--- config.mk ---
export PLATFORM = sky130hd
export DESIGN_NAME = barrett_reduce_8
export DESIGN_NICKNAME = d
export VERILOG_FILES = /design/src/rtl/barrett_reduce_8.sv
export SDC_FILE = /design/constraint.sdc
export NUM_CORES = 1
export LEC_CHECK = 0
export BUFFER_PORTS_ARGS = -buffer_cell sky130_fd_sc_hd__buf_4
export CORE_ASPECT_RATIO = 1.25
export CORE_UTILIZATION = 55
export DETAILED_ROUTE_END_ITERATION = 10
export GPL_TIMING_DRIVEN = 1
export PLACE_DENSITY_LB_ADDON = 0.1
export SYNTH_ARGS = -nofsm -noshare
export SYNTH_HDL_FRONTEND = slang
export SYNTH_SLANG_ARGS = --single-unit
export TNS_END_PERCENT = 50
--- constraint.sdc ---
create_clock -name CLK -period 7.1 [get_ports CLK]
set_input_delay 1.065 -clock CLK [delete_from_list [all_inputs] [get_ports CLK]]
set_output_delay 1.065 -clock CLK [all_outputs]
set_load 0.1 [all_outputs]
--- src/rtl/barrett_reduce_8.sv ---
// Three-stage pipelined Barrett reduction of a 2K-bit product modulo a K-bit modulus, valid/ready on both sides.
// Optional range check: define BARRETT_RANGE_CHK_EN to flag operands outside the Barrett range on out_err.
module barrett_reduce_8 #(
  parameter int K = 8
) (
  input  logic           CLK,
  input  logic           RST,
  input  logic           in_valid,
  output logic           in_ready,
  input  logic [2*K-1:0] in_p,
  input  logic [K-1:0]   in_m,
  input  logic [K:0]     in_mu,
  output logic           out_valid,
  input  logic           out_ready,
  output logic [K-1:0]   out_z,
  output logic           out_err
);
  logic           en;
  logic           s1_valid, s2_valid;
  logic [2*K+2:0] s1_q2;
  logic [K+1:0]   s1_p, s2_r;
  logic [K-1:0]   s1_m, s2_m;

  logic [K+1:0]   mu_eff_c;
  logic [K:0]     q1_c, q3_c;
  logic [2*K+2:0] q2_c;
  logic [K+1:0]   qm_c, r_c, m_ext_c, r1_c, r2_c;

  // A stalled output freezes every stage, so the whole pipe shares one enable.
  assign en       = !out_valid || out_ready;
  assign in_ready = RST || en;

  // For M = 2^(K-1), mu = 2^(K+1) does not fit the mu port; substitute it here.
  assign mu_eff_c = (in_m == {1'b1, {(K-1){1'b0}}}) ? {1'b1, {(K+1){1'b0}}}
                                                   : {1'b0, in_mu};
  assign q1_c     = (K+1)'(in_p >> (K-1));
  assign q2_c     = {{(K+2){1'b0}}, q1_c} * {{(K+1){1'b0}}, mu_eff_c};

  // The remainder estimate is below 3M, so only the low K+2 bits of q3*M matter.
  assign q3_c     = (K+1)'(s1_q2 >> (K+1));
  assign qm_c     = {1'b0, q3_c} * {2'b00, s1_m};
  assign r_c      = s1_p - qm_c;

  assign m_ext_c  = {2'b00, s2_m};
  assign r1_c     = (s2_r >= m_ext_c) ? s2_r - m_ext_c : s2_r;
  assign r2_c     = (r1_c >= m_ext_c) ? r1_c - m_ext_c : r1_c;

  // NOTE: non-blocking assignments so each stage captures the previous-cycle value of the one before it.
  always_ff @(posedge CLK) begin
    if (RST) begin
      s1_valid  <= 1'b0;
      s2_valid  <= 1'b0;
      out_valid <= 1'b0;
      out_z     <= '0;
    end else if (en) begin
      s1_valid  <= in_valid;
      s2_valid  <= s1_valid;
      out_valid <= s2_valid;
      if (s2_valid) out_z <= K'(r2_c);
    end
  end

  // NOTE: datapath registers carry no reset; the valid bits alone decide whether their contents mean anything.
  always_ff @(posedge CLK) begin
    if (en) begin
      s1_q2 <= q2_c;
      s1_p  <= in_p[K+1:0];
      s1_m  <= in_m;
      s2_r  <= r_c;
      s2_m  <= s1_m;
    end
  end

`ifdef BARRETT_RANGE_CHK_EN
  logic [2*K-1:0] mm_c;
  logic           in_err_c, s1_err, s2_err;

  assign mm_c     = {{K{1'b0}}, in_m} * {{K{1'b0}}, in_m};
  assign in_err_c = !in_m[K-1] || (in_p >= mm_c);

  always_ff @(posedge CLK) begin
    if (RST) begin
      out_err <= 1'b0;
    end else if (en) begin
      s1_err <= in_err_c;
      s2_err <= s1_err;
      if (s2_valid) out_err <= s2_err;
    end
  end
`else
  assign out_err = 1'b0;
`endif

endmodule

# After elaboration in Yosys (flattened, before gate mapping)
# Cells that the tools add are included.
[classes]
bitwise_logic = 0
n_mul = 2
n_div = 0
mux = 3
eq_ne = 1
reduce_logical = 4
shift = 0
add_sub_neg = 3
order_cmp = 2
[op_table]
columns = ["op", "count"]
rows = [
  ["$ge A10 B8 Y1", 2],
  ["$mux W10", 2],
  ["$mul A9 B10 Y18", 1],
  ["$mul A9 B8 Y10", 1],
  ["$sub A10 B10 Y10", 1],
  ["$sub A10 B8 Y10", 1],
  ["$eq A8 B8 Y1 const B", 1],
  ["$mux W8", 1],
  ["$sub A8 B8 Y8", 1],
  ["$logic_or A1 B1 Y1", 2],
  ["$reduce_and A2 Y1", 1],
  ["$logic_not A1 Y1", 1],
]
[word_totals]
wordCells = 24
n_memories = 0
input_bits = 37
latchBits = 0
ram_bits = 0
ff_bits = 65
rom_bits = 0
output_inout_bits = 11

# Logic depth before layout (Yosys ltp)
[logic_depth]
word_depth = 4
depth_mapped = 20
ltp_nobuf = 19

# Worst setup path before layout
# Ideal clock, no wire load.
[synth_timing]
kind = "input -> register"
from = "input port in_m[7]"
to = "register s1_q2[14], data pin"
slack_ps = 1148
arrival_ps = 5690
setup_ps = 262
path_buffers = 2
cell_stages = 19
required_ps = 6838
cell_sequence = "nor4b_2 > nand2_1 > clkbuf_1 > clkbuf_1 > nand3_1 > fa_1 > inv_1 > fa_1 > inv_1 > fa_1 > inv_1 > fa_1 > ha_1 > or3_1 > o221a_2 > a311o_1 > a21oi_1 > o21bai_1 > xor2_1"
[synth_via]
elab_chain_cells = 3
[synth_lines]
columns = ["item", "line", "text"]
rows = [
  ["from (decl)", "11", "input logic [K-1:0] in_m,"],
  ["$eq A8 B8 Y1", "34", "assign mu_eff_c = (in_m == {1'b1, {(K-1){1'b0}}}) ? {1'b1, {(K+1){1'b0}}}"],
  ["$mux W10", "34", ""],
  ["$mul A9 B10 Y18", "37", "assign q2_c = {{(K+2){1'b0}}, q1_c} * {{(K+1){1'b0}}, mu_eff_c};"],
  ["net q2_c[14]", "26", "logic [2*K+2:0] q2_c;"],
  ["to (signal assigned)", "66", "s1_q2 <= q2_c;"],
  ["to (decl)", "20", "logic [2*K+2:0] s1_q2;"],
]
# The timed path passes the listed nets, and every way through them passes these cells.
# A chain may end at the register's enable or synchronous reset.

# Worst setup path in the final report
[layout_timing]
from = "input port in_m[6]"
to = "register s1_q2[17], data pin"
# Same word-level chain as after synthesis.

==> impl_metrics.py <==
metrics = {
    "timing": {
        "final_hold_viol_count": 0,
        "fin_crit_sh": 0.8985,
        "relSlewSlack": 0.3455,
        "max_freq_mhz": 156.8,
        "worst_slew_pin_slew_ns": 0.9764,
        "period_minus_slack_ns": 6.379,
        "drv_slew": 0,
        "tns_ns": 0,
        "fin_skew_ns": 0.005166,
        "rsz0062_at_grt": "false",
        "setup_viol": 0,
    },
    "die": {
        "coreArea_um2": 12270,
        "num_rows": 45,
        "start_util": 0.5725,
        "dieHeight_um": 128.4,
        "ioPinCount": 48,
        "die_area_um2": 13230,
        "dieWidth_um": 103.1,
    },
    "synthesis": {
        "yosysTopAreaCellShare": 0.2479,
        "synthTopCellsByArea": "fa_1 25%, edfxtp_1 19%, ha_1 13%",
        "ys_seq_area_frac": 0.2236,
        "synth-edff-count": 45,
        "synth-adder-area-share": 0.3743,
        "synthArstFlopShare": 0,
        "syn_nets": 937,
        "synth.distinct_cells": 56,
        "ys_dominant_reg_cell": "edfxtp_1",
        "synth_xor_area_frac": 0.04612,
        "ys_ff_latch": 56,
        "netlist_area_um2": 7027,
        "synth_top_family_by_area": "adder cells",
        "yosys.area_share.simple": 0.1743,
        "synth_compound_area_frac": 0.07853,
        "syn_inst": 742,
        "synth.largest_area_cell": "fa_1",
        "yosysWarnings": 0,
        "syn_area_per_cell_um2": 9.470,
        "muxShareOfSynthArea": 0.01603,
    },
    "layout": {
        "final_cell_mix": "129 x inv_1, 87 x fa_1, 71 x ha_1",
        "drive_gt1_frac": 0.08996,
        "final_common_cell": "inv_1",
        "nNetsFinal": 961,
        "diodes": 0,
        "synthToLayoutAreaGrowth_pct": 8.939,
    },
    "routing": {
        "vias_per_cell": 5.649,
        "vias": 5259,
        "routed_wl_um": 15240,
        "first_pass_iters": 4,
        "drc": 0,
        "drtAntennaViolNets": 0,
        "wl_per_cell_um": 16.37,
        "drtIter0Drc": 191,
    },
    "global_route": {
        "antenna_found_initial": 0,
        "grtUsageTotal": 0.2558,
        "grt_overflow": 0,
        "grt_pass1_vias": 5642,
        "grt_max_degree": 53,
        "grt_pass1_wl_um": 25800,
    },
    "clocking": {
        "cts_tree": "built",
        "clockRootBuffer": "clkbuf_16",
        "cts_inserted_buffers": 5,
        "clk_pin_slew_ns": 0.08,
        "htree_levels": 2,
        "numClockSinks": 56,
        "cts_buffer_depth": 2,
        "clkLatencyLatePin_ns": 0.30,
    },
    "worst_setup_path": {
        "crit_required_ns": 7.15,
        "crit_slowest_cell": "o31ai_1",
        "cp_cell_sequence": "buf_4 > nor4b_4 > nand2_2 > nand3_1 > fa_1 > inv_1 > fa_1 > ha_1 > inv_1 > fa_1 > inv_1 > ha_1 > nand4b_1 > a2111oi_0 > or3_1 > a41oi_1 > o31ai_1 > mux2i_1 > nand4_1",
        "cp_top_family": "adder cells",
        "path_buf_inv": 4,
        "startpoint_type": "input port",
        "critical_path_class": "input port to flip-flop",
        "arrival_ns": 6.43,
        "slowest_delay_ns": 0.64,
        "critical_path.max_fanout": 27,
        "worstSetupEndpointType": "flip-flop",
        "rrSetupSlack_ns": 2.26,
    },
    "placed_design": {
        "hpwl_um": 12540,
        "place.gp.congestion": 0.9339,
        "numPortBuffers": 46,
    },
    "flow_run": {
        "maxCapViolations": 0,
    },
    "worst_hold_path": {
        "hold_path_class": "flip-flop to flip-flop",
    },
    "status": {
        "status": "finished, final reports clean",
    },
}
## kinds of logic after synthesis
group,count (synthesis)
buffers and inverters,161
AND/OR/NAND/NOR,238
AO/OA/AOI/OAI,80
adder cells (fa/ha/maj),158
flip-flops,56
XOR/XNOR,37
multiplexers,11
other,1
## what timing repair did
item,CTS,global route
setup buffers,0,0
setup endpoints to repair,0,1
hold buffers,0,0
resized for setup,0,1
hold endpoints to repair,0,0
## through the flow
stage	util	std cells	setup WS (ns)	hold WS (ns)	cell area, um^2
6_report	0.6236	931	0.7209	0.4802	7655
5_1_grt	0.6236	931	0.2776	0.5125	7655
2_1_floorplan	-	742	1.148	0.4244	7027
3_5_place_dp	0.6105	923	0.1416	0.4644	7493
3_3_place_gp	0.6105	923	0.2864	0.4616	7493
4_1_cts	0.6229	931	0.4579	0.4761	7646
## worst register-to-register path: stages, from the launching register on
cell	delay, ns
edfxtp_1	0.39
inv_1	0.07
ha_1	0.16
inv_1	0.05
fa_1	0.42
nand3_1	0.17
a31oi_1	0.11
nor3_2	0.81
nor2_1	0.08
a21oi_1	0.20
ha_1	0.20
inv_1	0.05
fa_1	0.40
nand3_1	0.10
nand2_1	0.09
o221ai_1	0.20
a21oi_1	0.14
nor4_4	0.51
mux2_2	0.41
a22o_1	0.18
## registers in the layout, summed over array words and instances, names as in the netlist
name	flops
s2_r	10
s2_valid	1
s1_p	10
out_valid	1
out_z	8
s1_m	8
s1_q2	9
s2_m	8
s1_valid	1
## cell usage after synthesis (all sizes together) (6+ instances only)
master	number
inv	129
fa	87
ha	71
nand3	58
nand2	56
edfxtp	45
nor2	34
and3	32
xnor2	27
and2	23
a21oi	18
clkbuf	17
buf	15
o21ai	12
dfxtp	11
nor3	10
o21a	10
xor2	10
a211oi	9
mux2i	9
nor2b	7
o31ai	6
## routing by layer
layer  vias up  wire length, um  share of wire  GRT usage
met5         -                0              0          0
met4         0              652          0.043     0.1276
met3        42              441          0.029    0.02173
met2       124             8575           0.56     0.4929
met1      2593             5567           0.37     0.2729
li1       2500                -              -          -
## area by class of cell
type | instances | area [um^2]
multi-input cells | 525 | 4861
fillers | 1094 | 4619
flip-flops and latches | 56 | 1572
inverters | 129 | 484.2
repair buffers | 49 | 380.4
well taps | 164 | 205.2
clock buffers | 5 | 125.1
clock inverters | 3 | 27.53
## worst paths after layout
check	endpoint	startpoint	cells past startpoint
setup reg to reg	out_z[1]	s2_r[0]	19
hold reg to reg	out_valid	s2_valid	2
setup / recovery	s1_q2[17]	in_m[6]	19
hold / removal	out_valid	s2_valid	2
Power is left out: the tool's default activity adds up to more than one toggle a clock period on the data nets, which glitch-free logic cannot reach.
